[config.mk]
export PLATFORM = sky130hd
export DESIGN_NAME = sync_filter_multi
export DESIGN_NICKNAME = d
export VERILOG_FILES = /design/src/rtl/sync_filter_pkg.sv /design/src/rtl/sync_filter_chan.sv /design/src/rtl/sync_filter_multi.sv
export SDC_FILE = /design/constraint.sdc
export NUM_CORES = 1
export LEC_CHECK = 0
export BUFFER_PORTS_ARGS = -buffer_cell sky130_fd_sc_hd__buf_4
export CAP_MARGIN = 25
export CORE_MARGIN = 2
export CORE_UTILIZATION = 55
export CTS_BUF_LIST = sky130_fd_sc_hd__clkbuf_8
export DETAILED_ROUTE_END_ITERATION = 8
export PLACE_DENSITY_LB_ADDON = 0.12
export SLEW_MARGIN = 10
export SYNTH_ARGS = -nofsm -noshare
export SYNTH_HDL_FRONTEND = slang
export SYNTH_SLANG_ARGS = --single-unit
[constraint.sdc]
create_clock -name clk -period 2.7 [get_ports clk]
set_clock_uncertainty 0.05 [all_clocks]
set_input_delay 0.54 -clock clk [delete_from_list [all_inputs] [get_ports clk]]
set_output_delay 0.54 -clock clk [all_outputs]
set_load 0.03 [all_outputs]
[src/rtl/sync_filter_pkg.sv]
// -----------------------------------------------------------------------------
// sync_filter_pkg
// Shared types and helpers for the multi-channel sync/trigger filter.
//   sf_state_t : per-channel debounce FSM state
//   GLITCH_W   : width of each per-channel aborted-qualification counter
//   cnt_width  : width of the qualification counter for given assert/deassert
//                run lengths
// -----------------------------------------------------------------------------
package sync_filter_pkg;

  typedef enum logic [1:0] {ST_IDLE, ST_HELD} sf_state_t;

  localparam int GLITCH_W = 8;

  // Wide enough to hold max(assert, deassert) without wrapping. A zero-width
  // counter cannot be declared, so the degenerate 0/0 case still gets one bit.
  function automatic int cnt_width(input int assert_cycles, input int deassert_cycles);
    int m;
    int w;
    m = (assert_cycles > deassert_cycles) ? assert_cycles : deassert_cycles;
    w = $clog2(m + 1);
    return (w < 1) ? 1 : w;
  endfunction

endpackage

[src/rtl/sync_filter_chan.sv]
// -----------------------------------------------------------------------------
// sync_filter_chan
// One channel of the sync filter: input synchroniser, assert/deassert
// debounce FSM with separate qualification counts, level output and
// one-cycle start/end pulses.
// Optional: `define SYNC_FILTER_GLITCH_CNT_EN adds an 8-bit saturating count
// of aborted qualification runs.
// Ports:
//   clk         system clock
//   reset       synchronous, active-high reset
//   ch_en       channel enable; low forces the channel idle
//   sync_in     raw asynchronous input
//   sync_out    filtered level at ACTIVE_LEVEL polarity
//   start_pulse one-cycle pulse on assertion
//   end_pulse   one-cycle pulse on deassertion
//   glitch_cnt  aborted-run count (only with SYNC_FILTER_GLITCH_CNT_EN)
// -----------------------------------------------------------------------------
module sync_filter_chan
  import sync_filter_pkg::*;
#(
  parameter int   ASSERT_CYCLES   = 3,
  parameter int   DEASSERT_CYCLES = 2,
  parameter int   SYNC_STAGES     = 2,
  parameter logic ACTIVE_LEVEL    = 1'b0
) (
  input  logic clk,
  input  logic reset,
  input  logic ch_en,
  input  logic sync_in,
  output logic sync_out,
  output logic start_pulse,
  output logic end_pulse
`ifdef SYNC_FILTER_GLITCH_CNT_EN
  ,
  output logic [GLITCH_W-1:0] glitch_cnt
`endif
);

  localparam int CNT_W = cnt_width(ASSERT_CYCLES, DEASSERT_CYCLES);
  localparam logic [CNT_W-1:0] ASSERT_MAX   = CNT_W'(ASSERT_CYCLES);
  localparam logic [CNT_W-1:0] DEASSERT_MAX = CNT_W'(DEASSERT_CYCLES);

  logic [SYNC_STAGES-1:0] r_sync;
  sf_state_t              r_state;
  logic [CNT_W-1:0]       r_cnt;
  logic                   r_out;
  logic                   r_start;
  logic                   r_end;
  logic                   w_active;

  // Synchroniser: the last stage is the sample the FSM qualifies.
  assign w_active = (r_sync[SYNC_STAGES-1] == ACTIVE_LEVEL);

  always_ff @(posedge clk) begin
    if (reset) begin
      // Load the inactive level so no edge is seen right after reset.
      r_sync <= {SYNC_STAGES{~ACTIVE_LEVEL}};
    end else begin
      r_sync <= {r_sync[SYNC_STAGES-2:0], sync_in};
    end
  end

  // Debounce FSM: r_cnt counts samples opposing the current level beyond the
  // first; any sample agreeing with the current level restarts the run.
  always_ff @(posedge clk) begin
    if (reset) begin
      r_state <= ST_IDLE;
      r_cnt   <= '0;
      r_out   <= ~ACTIVE_LEVEL;
      r_start <= 1'b0;
      r_end   <= 1'b0;
    end else begin
      r_start <= 1'b0;
      r_end   <= 1'b0;
      if (!ch_en) begin
        r_state <= ST_IDLE;
        r_cnt   <= '0;
        r_out   <= ~ACTIVE_LEVEL;
        r_end   <= (r_state == ST_HELD);
      end else begin
        case (r_state)
          ST_IDLE: begin
            if (!w_active) begin
              r_cnt <= '0;
            end else if (r_cnt == ASSERT_MAX) begin
              r_state <= ST_HELD;
              r_cnt   <= '0;
              r_out   <= ACTIVE_LEVEL;
              r_start <= 1'b1;
            end else begin
              r_cnt <= r_cnt + 1'b1;
            end
          end
          ST_HELD: begin
            if (w_active) begin
              r_cnt <= '0;
            end else if (r_cnt == DEASSERT_MAX) begin
              r_state <= ST_IDLE;
              r_cnt   <= '0;
              r_out   <= ~ACTIVE_LEVEL;
              r_end   <= 1'b1;
            end else begin
              r_cnt <= r_cnt + 1'b1;
            end
          end
          default: begin
            r_state <= ST_IDLE;
            r_cnt   <= '0;
            r_out   <= ~ACTIVE_LEVEL;
          end
        endcase
      end
    end
  end

  assign sync_out    = r_out;
  assign start_pulse = r_start;
  assign end_pulse   = r_end;

`ifdef SYNC_FILTER_GLITCH_CNT_EN
  logic [GLITCH_W-1:0] r_glitch;
  logic                w_abort;

  // A run aborts when a partially qualified run meets a sample that agrees
  // with the current level again.
  assign w_abort = ch_en && (r_cnt != '0) &&
                   (((r_state == ST_IDLE) && !w_active) ||
                    ((r_state == ST_HELD) &&  w_active));

  always_ff @(posedge clk) begin
    if (reset) begin
      r_glitch <= '0;
    end else if (w_abort && (r_glitch != {GLITCH_W{1'b1}})) begin
      r_glitch <= r_glitch + 1'b1;
    end
  end

  assign glitch_cnt = r_glitch;
`endif

endmodule

[src/rtl/sync_filter_multi.sv]
// -----------------------------------------------------------------------------
// sync_filter_multi
// NUM_CH independent sync/trigger filters (synchroniser + debounce) with
// per-channel polarity, enable, level output and start/end pulses.
// Optional: `define SYNC_FILTER_GLITCH_CNT_EN adds glitch_cnt, one 8-bit
// saturating aborted-run counter per channel (channel i at [8*i +: 8]).
// Ports:
//   clk         system clock
//   reset       synchronous, active-high reset
//   ch_en       [NUM_CH] per-channel enable
//   sync_in     [NUM_CH] raw asynchronous sync inputs
//   sync_out    [NUM_CH] filtered levels at ACTIVE_LEVEL polarity
//   start_pulse [NUM_CH] one-cycle assertion pulses
//   end_pulse   [NUM_CH] one-cycle deassertion pulses
//   glitch_cnt  [NUM_CH*8] aborted-run counters (optional)
// -----------------------------------------------------------------------------
module sync_filter_multi
  import sync_filter_pkg::*;
#(
  parameter int                NUM_CH          = 2,
  parameter int                ASSERT_CYCLES   = 3,
  parameter int                DEASSERT_CYCLES = 2,
  parameter int                SYNC_STAGES     = 2,
  parameter logic [NUM_CH-1:0] ACTIVE_LEVEL    = '0
) (
  input  logic              clk,
  input  logic              reset,
  input  logic [NUM_CH-1:0] ch_en,
  input  logic [NUM_CH-1:0] sync_in,
  output logic [NUM_CH-1:0] sync_out,
  output logic [NUM_CH-1:0] start_pulse,
  output logic [NUM_CH-1:0] end_pulse
`ifdef SYNC_FILTER_GLITCH_CNT_EN
  ,
  output logic [NUM_CH*GLITCH_W-1:0] glitch_cnt
`endif
);

  for (genvar g = 0; g < NUM_CH; g++) begin : g_ch
    sync_filter_chan #(
      .ASSERT_CYCLES  (ASSERT_CYCLES),
      .DEASSERT_CYCLES(DEASSERT_CYCLES),
      .SYNC_STAGES    (SYNC_STAGES),
      .ACTIVE_LEVEL   (ACTIVE_LEVEL[g])
    ) u_chan (
      .clk        (clk),
      .reset      (reset),
      .ch_en      (ch_en[g]),
      .sync_in    (sync_in[g]),
      .sync_out   (sync_out[g]),
      .start_pulse(start_pulse[g]),
      .end_pulse  (end_pulse[g])
`ifdef SYNC_FILTER_GLITCH_CNT_EN
      ,
      .glitch_cnt (glitch_cnt[g*GLITCH_W +: GLITCH_W])
`endif
    );
  end

endmodule

==> metrics.txt <==
synth top area cells dfxtp_1 44%, ha_1 14%, a21oi_1 6.9%; final WL around 1000 um; DR vias between 400 and 500; status complete, no violations; total CTS buffers 3; DIE WIDTH about 40 um; hold depth 1; Top FF cell, synth dfxtp_1; Worst Path Buf+Inv 1; Yosys top cell by area dfxtp_1; DRC viols 0; worst min-delay path startpoint g_ch[0].u_chan.r_sync[0]; First-pass DRT Iterations 4; leakage power between 0.3 and 0.4 nW; Slew HR 82.39%; final slew viol count 0; Setup crit start kind flip-flop; Layout area overhead 12.33%; R2R Setup Slk 1.61 ns; DR vias/cell 5.000; CP Max Fanout 3; VDD IR max about 0.33 mV; Die Area ~1600 um^2; gpl congestion between 0.8 and 0.9; Crit. End Element primary output; Yosys reg bits 16; clk_lat worst skew roughly 0.25 ns; worst endpoint required time approximately 2.1 ns; register area share after synthesis 44.44%; CP cell instances buf_4; clock buffer depth 2; Final Core Density 63.81%; I/O pin cnt 12; number of diodes 0; H-tree Lvls 1; CTS tree built; Avg Cell Area, Syn between 9 and 10 um^2; Routed Antenna Nets 0; global-route wire length before repair between 1500 and 2000 um; Fmax approximately 730 MHz; FF-to-FF End g_ch[0].u_chan.r_state[0]; initial antenna violation count 0; worst path arrival time 0.77 ns; YS warnings 0; Synth top area share around 44%; Synth Net Count 90; GRT Total Usage approximately 16%; 1st-iter DRT viols 9; die height approximately 40 um; distinct cell type count after synthesis 16; max-cap check violation count 0; setup bufs post-CTS 0; CP peak stage delay roughly 0.36 ns; Worst R2R Path Depth 5; vias in the first global route a little under 400; synthesized cell area 720.7 um^2; largest net degree at the start of global routing 10; WHS Endpoint g_ch[0].u_chan.r_sync[1]; fin crit period approximately 1.4 ns; Core Box Area 1269 um^2; min setup slack post-route 1.335 ns; final hold violation count 0; clk sink count 16; Gate Count Post-Synth 76; Detailed Place HPWL 740 um; root buf cell clkbuf_8; Setup CP Type reg2out; fraction of layout cells with a size suffix above 1 between 20% and 30%; Initial Utilization 56.80%; synth cell count leaders 16 x dfxtp_1, 10 x a21oi_1, 8 x ha_1; FFs w/ async S/R, synth 0%; dpl ws between 1 and 1.5 ns; Rows 13; largest delay contributor family on the critical path flip-flops; Nets 98; Setup Total Neg Slack 0 ns; RSZ-0062 raised after global routing no; Hold Path Class reg2reg; Setup violations, final 0; most numerous cell in the Yosys netlist dfxtp_1; PwrDens 581.0 nW/um^2; # resized after CTS 0; Congestion Overflow GR 0; Post-synth EDFFs 0; CTS Hold Bufs 0; r2r startpoint g_ch[0].u_chan.r_cnt[0]; period utilization 50.55%; critical path's slowest cell dfxtp_1; final hold slack about 0.36 ns; Finished Layout Cells about 100; # port buffers 11; Worst-Margin Slew about 0.26 ns; placed insts 94; Reg clk slew, reported paths around 0.060 ns; DR WL/cell ~11 um
[routing by layer]
layer / global-route usage [%] / vias to the layer above / part of all wire, %
met5: 0 / - / 0
met4: 10.83 / 0 / 1.8
met3: 6.111 / 4 / 3.8
met2: 20.56 / 13 / 42
met1: 21.36 / 216 / 52
li1: - / 257 / -
[cells by family after synthesis]
kind of cell	after synthesis	share of synthesized area (%)
and+or+nand+nor	26	19.44
buffers and inverters	12	11.46
adders and majority gates	8	13.89
AOI/OAI and AO/OA	14	10.76
DFF	16	44.44
[flip-flops by register name, summed over array words and instances (netlist names)]
register,count
g_ch.u_chan.r_sync,4
g_ch.u_chan.r_cnt,4
g_ch.u_chan.end_pulse,2
g_ch.u_chan.sync_out,2
g_ch.u_chan.start_pulse,2
g_ch.u_chan.r_state,2
[power breakdown]
group / total (mW) / internal [mW] / leakage [nW] / switching, mW
Sequential: 0.242 / 0.239 / 0.130 / 0.00294
Clock: 0.210 / 0.129 / 0.0288 / 0.0809
Combinational: 0.0178 / 0.0108 / 0.191 / 0.00697
[area by class of cell]
cell class | instances | area, um^2
Inverter | 4 | 15.01
Fill cell | 105 | 459.2
Sequential cell | 16 | 320.3
Multi-Input combinational cell | 48 | 317.8
Clock buffer | 4 | 55.05
Timing Repair Buffer | 11 | 82.58
Tap cell | 15 | 18.77
[worst max path at each step]
stage                     cells past startpoint                    start  slack (ns)                       to
after floorplan                               1  g_ch[0].u_chan.sync_out        1.63              sync_out[0]
after global placement                        3                    reset        1.49  g_ch[0].u_chan.sync_out
after detailed placement                      3                    reset        1.49  g_ch[0].u_chan.sync_out
after CTS                                     1  g_ch[1].u_chan.sync_out        1.33              sync_out[1]
after global routing                          1  g_ch[1].u_chan.sync_out        1.30              sync_out[1]
final                                         1  g_ch[1].u_chan.sync_out        1.34              sync_out[1]
[placed cells by master (no fill, tap or decap)]
| cell type | netlist | final |
|---|---|---|
| nand2_1 | 6 | 6 |
| nand2b_4 | 1 | 1 |
| nor3_1 | 2 | 2 |
| a21oi_1 | 10 | 10 |
| clkbuf_8 | 0 | 4 |
| buf_4 | 6 | 11 |
| nand3_1 | 2 | 2 |
| nor4_1 | 2 | 2 |
| a31oi_1 | 2 | 2 |
| dfxtp_1 | 16 | 16 |
| ha_1 | 8 | 8 |
| o21bai_1 | 2 | 2 |
| nand2b_1 | 5 | 5 |
| nor2_1 | 4 | 4 |
| inv_1 | 4 | 4 |
| or2_2 | 4 | 4 |
[metrics by stage]
step	total power, mW	cell area [um^2]
CTS	0.4760	809.5
floorplan	0.2560	720.7
detailed placement	0.2651	754.5
global placement	0.2646	754.5
global route	0.4905	809.5
finish	0.4703	809.5
Note: power is estimated with default switching activity, not from simulation.
